===== src/rtl/uart_tx_wb_if.sv =====
// Wishbone classic bus bundle for an 8-bit device.
// Signal names are taken from the device's point of view.
interface wishbone_classic;
  logic       cyc_i;
  logic       stb_i;
  logic       we_i;
  logic [7:0] dat_i;
  logic [7:0] dat_o;
  logic       ack_o;
  logic       stall_o;

  modport master (
    output cyc_i, stb_i, we_i, dat_i,
    input  dat_o, ack_o, stall_o
  );

  modport device (
    input  cyc_i, stb_i, we_i, dat_i,
    output dat_o, ack_o, stall_o
  );

  // Same view as device, for callers that use master/slave naming.
  modport slave (
    input  cyc_i, stb_i, we_i, dat_i,
    output dat_o, ack_o, stall_o
  );
endinterface


===== src/rtl/uart_tx_wb.sv =====
// Wishbone classic UART transmitter, 8N1 (or 8N2), LSB first.
// The bus stalls for the whole frame; each accepted request is acked
// on the following cycle. Reads are acked with zero data and send nothing.
module uart_tx_wb #(
  parameter int CLKS_PER_BIT = 16,
  parameter int STOP_BITS    = 1
) (
  input  logic      clk_i,
  input  logic      rst_i,
  wishbone_classic.device wb,
  output logic      tx_o
);

  localparam int CNT_W = (CLKS_PER_BIT > 2) ? $clog2(CLKS_PER_BIT) : 1;
  localparam logic [CNT_W-1:0] BAUD_LAST = CNT_W'(CLKS_PER_BIT - 1);
  localparam logic [2:0]       STOP_LAST = 3'(STOP_BITS - 1);

  typedef enum logic [1:0] {IDLE, START, DATA, STOP} state_t;

  state_t           state, state_nx;
  logic [CNT_W-1:0] baud_cnt, baud_nx;
  logic [2:0]       bit_idx, bit_nx;
  logic [7:0]       shift, shift_nx;
  logic             tx_nx;
  logic             ack;

  logic req, accept, wr_accept, baud_done;

  assign req       = wb.cyc_i && wb.stb_i;
  assign accept    = req && !wb.stall_o;
  assign wr_accept = accept && wb.we_i;
  assign baud_done = (baud_cnt == BAUD_LAST);

  assign wb.stall_o = (state != IDLE);
  assign wb.ack_o   = ack;
  assign wb.dat_o   = 8'h00;

  // State, counters, shift register, registered line and ack.
  always_ff @(posedge clk_i) begin
    if (rst_i) begin
      state    <= IDLE;
      baud_cnt <= '0;
      bit_idx  <= '0;
      shift    <= '0;
      tx_o     <= 1'b1;
      ack      <= 1'b0;
    end else begin
      state    <= state_nx;
      baud_cnt <= baud_nx;
      bit_idx  <= bit_nx;
      shift    <= shift_nx;
      tx_o     <= tx_nx;
      ack      <= accept;
    end
  end

  // Next-state: walk START -> DATA x8 -> STOP xSTOP_BITS, one bit period each.
  // bit_idx is reused to count stop bits; it is 0 on entry to every state.
  always_comb begin
    state_nx = state;
    baud_nx  = baud_done ? '0 : baud_cnt + CNT_W'(1);
    bit_nx   = bit_idx;
    shift_nx = shift;
    unique case (state)
      IDLE: begin
        baud_nx = '0;
        bit_nx  = '0;
        if (wr_accept) begin
          shift_nx = wb.dat_i;
          state_nx = START;
        end
      end
      START: begin
        if (baud_done) state_nx = DATA;
      end
      DATA: begin
        if (baud_done) begin
          shift_nx = {1'b0, shift[7:1]};
          if (bit_idx == 3'd7) begin
            bit_nx   = '0;
            state_nx = STOP;
          end else begin
            bit_nx = bit_idx + 3'd1;
          end
        end
      end
      STOP: begin
        if (baud_done) begin
          if (bit_idx == STOP_LAST) begin
            bit_nx   = '0;
            state_nx = IDLE;
          end else begin
            bit_nx = bit_idx + 3'd1;
          end
        end
      end
      default: state_nx = IDLE;
    endcase
  end

  // Line level for the next cycle, derived from where the FSM is going,
  // so tx_o is a clean flop output aligned with the state.
  always_comb begin
    tx_nx = 1'b1;
    if (state_nx == START)     tx_nx = 1'b0;
    else if (state_nx == DATA) tx_nx = shift_nx[0];
  end

endmodule

===== src/flat_wrapper.sv =====
// flat-port wrapper written by rule: the top's interface ports become plain ports
module uart_tx_wb_flat 
#(
  parameter int CLKS_PER_BIT = 16,
  parameter int STOP_BITS    = 1
)
  (clk_i, rst_i, tx_o, wb_cyc_i, wb_stb_i, wb_we_i, wb_dat_i, wb_dat_o, wb_ack_o, wb_stall_o);
  wishbone_classic wb_i ();
  input  logic clk_i;
  input  logic rst_i;
  output logic tx_o;
  input wire logic [$bits(wb_i.cyc_i)-1:0] wb_cyc_i;
  input wire logic [$bits(wb_i.stb_i)-1:0] wb_stb_i;
  input wire logic [$bits(wb_i.we_i)-1:0] wb_we_i;
  input wire logic [$bits(wb_i.dat_i)-1:0] wb_dat_i;
  output wire logic [$bits(wb_i.dat_o)-1:0] wb_dat_o;
  output wire logic [$bits(wb_i.ack_o)-1:0] wb_ack_o;
  output wire logic [$bits(wb_i.stall_o)-1:0] wb_stall_o;
  assign wb_i.cyc_i = wb_cyc_i;
  assign wb_i.stb_i = wb_stb_i;
  assign wb_i.we_i = wb_we_i;
  assign wb_i.dat_i = wb_dat_i;
  assign wb_dat_o = wb_i.dat_o;
  assign wb_ack_o = wb_i.ack_o;
  assign wb_stall_o = wb_i.stall_o;
  uart_tx_wb #(.CLKS_PER_BIT(CLKS_PER_BIT), .STOP_BITS(STOP_BITS)) u_core (.clk_i(clk_i), .rst_i(rst_i), .wb(wb_i), .tx_o(tx_o));
endmodule

===== config.mk =====
export PLATFORM = sky130hd
export DESIGN_NAME = uart_tx_wb_flat
export DESIGN_NICKNAME = d
export VERILOG_FILES = /design/src/rtl/uart_tx_wb_if.sv /design/src/rtl/uart_tx_wb.sv /design/src/flat_wrapper.sv
export SDC_FILE = /design/constraint.sdc
export NUM_CORES = 1
export LEC_CHECK = 0
export CORE_MARGIN = 10
export CORE_UTILIZATION = 51
export CTS_CLUSTER_SIZE = 30
export DETAILED_ROUTE_END_ITERATION = 8
export PLACE_DENSITY = 0.82
export SYNTH_ARGS = -nofsm -noshare
export SYNTH_HDL_FRONTEND = slang
export SYNTH_SLANG_ARGS = --single-unit

===== constraint.sdc =====
create_clock -name clk_i -period 3.53 [get_ports clk_i]
set_clock_uncertainty 0.05 [all_clocks]
set_input_delay 0.706 -clock clk_i [delete_from_list [all_inputs] [get_ports clk_i]]
set_output_delay 0.706 -clock clk_i [all_outputs]
set_load 0.05 [all_outputs]

==> impl_summary.md <==
Detailed routing
The routed wire length on met3 is 119 um. The routed length on met2 is 960 um. The first-iteration detailed-routing DRC count is 22.

The top layer reached by signal wires is met4. In the final routed layout, each cell accounts on average for 14.0 um. The overall via count from detail_route is 776.

In the final routing, the length of wire on met1 measures 919 um. For this block, the routed nets add up to 2010 um of wire. In the routed design, unresolved DRC markers number 0.

The per-cell via count in the routed design is 5.39. The number of antenna-violating nets in the routed design is 0. The number of iterations in the first detailed-routing pass is 6.

Pwr
The internal portion of the total power is 0.285 mW. Net switching is 27.9% of the power. The leakage dissipation is 0.437 nW. For this design the ratio of total power to cell area is 358 nW/um2. Registers are responsible for 56.5% of the overall power. The power consumption is 0.395 mW. For this design the total switching power over the nets is 0.110 mW. Combinational logic burns 15.6% of the power. The worst-case vdd ir drop is 0.000333 V. The part of the power in the clock network is 27.9%.

Setup path
At the worst endpoint, the arrival time is 1.92 ns. The largest stage delay on the critical path is 0.79 ns. The kind of start point of the critical path is a flip-flop. The kind of cell adding the most delay to the critical path is buffers and inverters.

The start point of the critical path is u_core.state[1]. The worst-path maximum fanout is 12. In this run the critical register-to-register path is launched from u_core.baud_cnt[0]. The critical path crosses 3 cells after its start point. The endpoint type of the worst setup path is an output pin. The cell depth of the worst flop-to-flop path is 5. The critical-path cell with the highest stage delay is clkdlybuf4s50_1. The signal on the critical path passes through nor2_1, inv_1, clkdlybuf4s50_1. The number of buffers and inverters on the critical path is 2. The setup path with the least slack is of type reg2out. The critical path required time is 2.77 ns.

Clocking
TritonCTS built the clock tree. In this run the number of H-tree levels came out at 1. The number of instances resized during post-cts repair is 0.

Clock-pin slew was measured on the worst setup and hold paths at 0.11 ns. The post-CTS setup repair buffer count is 0. The root buffer selected by CTS is clkbuf_4. In this run the deepest clock path goes through 2 buffers. The number of clock buffers inserted by TritonCTS is 3.

The clock reaches the later pin of the worst-skew pair after 0.30 ns. The clock sink total is 19. The number of buffers added to fix hold violations after cts is 0.

STA
The final period demand of the worst path is 2.68 ns. In this run the tightest slew margin relative to its limit is 59.6%. Setup repair after global routing left no endpoint under its margin. The number of hold violations in the final report is 0. The number of setup violations in the final report is 0. For the final routed database, the setup TNS stands at 0 ns. The post-route clock period utilization is 75.8%. The final number of max-transition violations is 0. For this run, the top clock speed supported by timing is 374 MHz. The slew at the pin closest to its max-slew limit is 0.605 ns.

Final layout
The multi-input combinational cells in the finished layout cover a total of 502 um2. The sequential cells in the finished layout cover a total of 380 um2. The fraction of final layout cells sized beyond drive strength 1 is 5.88%. Fill cells in the final layout number 173. From synthesis to final layout, the design area changed by 13.2%. The number of antenna diodes in the final layout is 0.

After the last flow step, the layout net total stands at 137.

Floorplanning
The die covers 4060 um2. The number of top-level pins is 24. The initial standard-cell utilization of the core is 55.3%. The area of the core is 1760 um2.

The floorplan has 15 rows. Measured along the x axis, the die boundary spans 63.7 um. Measured along the y axis, the die boundary spans 63.7 um.

Global routing
The remaining global-route overflow is 0. Global routing consumed, over all layers together, 9.67% of the routing resources. Entering global routing, the biggest net connects 18 pins. The number of antenna violations at the first check in global routing was 0. The first global-routing pass estimated 3350 um of wire. The via count of the first global-routing pass is 765.

Synth
In this run, synthesis produced a sequential element count of 19. The async set or reset register ratio after synthesis is 0%. The synthesized design devotes to its leading area cell type 39.0% of total area.

The count of flip-flops with a built-in enable after synthesis is 0. The post-synth design cell area is 976 um2. The average cell area after synthesis is 9.04 um2. For this run, the number of Yosys warnings is 0. Sorting the synthesized cells by how often they occur yields dfxtp_1 (19), nor2_1 (10), a21oi_1 (9), a22oi_1 (9). The proportion of synthesized chip area in sequential cells is 39.0%. The synthesized netlist cell count is 108. By instance count, the leading cell after synthesis is dfxtp_1. Ranked by total cell area, the synthesized netlist is headed by dfxtp_1 (39%), a22oi_1 (6.9%), buf_4 (6.2%). For this run, the leading register cell type out of synthesis is dfxtp_1. The biggest area contributor in the post-synthesis netlist is dfxtp_1. The unique cell type count in the Yosys netlist is 33.

Hold path
The worst hold path belongs to the class reg2reg. The hold path depth is 2. In this run the most critical hold path is launched from u_core.shift[5].

Job
The tool flagged a number of max-cap violations equal to 0.

Status
The flow ran to the end, and the final reports show no timing, DRC or antenna violations.

Placed design
The HPWL after detailed placement is 1430 um. Buffers placed on the I/O ports in this run total 15. The routability congestion estimate from global placement is 0.771.
kinds of logic (layout without fill, tap and decap cells):
| group | count (synthesis) | after routing | synth area share [%] |
|---|---|---|---|
| compound gates | 25 | 25 | 19.9 |
| fa+ha+maj | 4 | 4 | 5.13 |
| simple gates | 37 | 37 | 20.5 |
| mux | 1 | 1 | 1.03 |
| buf+inv | 19 | 23 | 12.3 |
| other cells | 1 | 8 | 0.384 |
| flops | 19 | 19 | 39.0 |
| xor+xnor | 2 | 2 | 1.80 |
metal layers:
layer	vias up	global-route usage (%)
met5	-	0
met4	0	2.73
met3	2	3.83
met2	23	16.1
met1	366	11.2
li1	385	-
layout by cell type, fill, tap and decap left out:
cell,count
nor2_1,10
conb_1,8
inv_1,4
a221oi_2,1
and2_1,1
nand3b_1,1
a32oi_4,1
and3_1,4
and4b_2,1
a31oi_1,2
clkbuf_4,3
nand3_1,4
clkbuf_1,1
nor3_1,1
a21oi_1,9
a41oi_1,1
and3_4,1
dfxtp_1,19
a311oi_1,1
and3b_1,1
nand2_1,8
nand2b_1,1
mux2i_1,1
and4bb_1,1
ha_1,4
clkdlybuf4s50_1,15
xor2_1,1
xnor2_1,1
a2111oi_0,1
nor2b_1,3
a22oi_1,9
stage by stage:
step / cells / instance area, um2 / hold WS, ns / util, % / setup WS [ns]
after floorplan: 115 / 1000 / 0.368 / - / 1.84
after CTS: 144 / 1100 / 0.412 / 62.6 / 0.866
after global routing: 144 / 1100 / 0.436 / 62.6 / 0.780
after detailed placement: 140 / 1080 / 0.391 / 61.1 / 1.20
after global placement: 140 / 1080 / 0.376 / 61.1 / 1.23
final: 144 / 1100 / 0.411 / 62.6 / 0.854
worst min-delay path, cell delays in order, from the launching register on:
cell	delay, ns
dfxtp_1	0.32
nand2_1	0.05
a21oi_1	0.05
power groups by stage:
stage	Combinational, mW	Clock [mW]	Sequential [mW]
6_report	0.0618	0.110	0.223
4_1_cts	0.0616	0.113	0.223
2_1_floorplan	0.0463	0	0.230
3_5_place_dp	0.0613	0	0.228
5_1_grt	0.0660	0.124	0.224
3_3_place_gp	0.0607	0	0.228
flip-flops by register name, summed over array words and instances (netlist names):
| signal | flops |
|---|---|
| u_core.bit_idx | 3 |
| u_core.shift | 8 |
| u_core.wb.ack_o | 1 |
| u_core.baud_cnt | 4 |
| u_core.tx_o | 1 |
| u_core.state | 2 |
path summary, 6_finish.rpt:
| kind | end | slack (ns) |
|---|---|---|
| worst max register to register | u_core.tx_o | 1.74 |
| worst max-delay path | wb_stall_o | 0.85 |
| worst min register to register | u_core.shift[5] | 0.41 |
| worst min-delay path | u_core.shift[5] | 0.41 |
area by class of cell:
cell class	instances	share of cell area [%]
multi-input cells	77	45.4
flip-flops and latches	19	34.4
repair buffers	15	13.6
well taps	25	2.83
clock buffers	4	2.38
inverters	4	1.36
(Power assumes the default switching activity.)
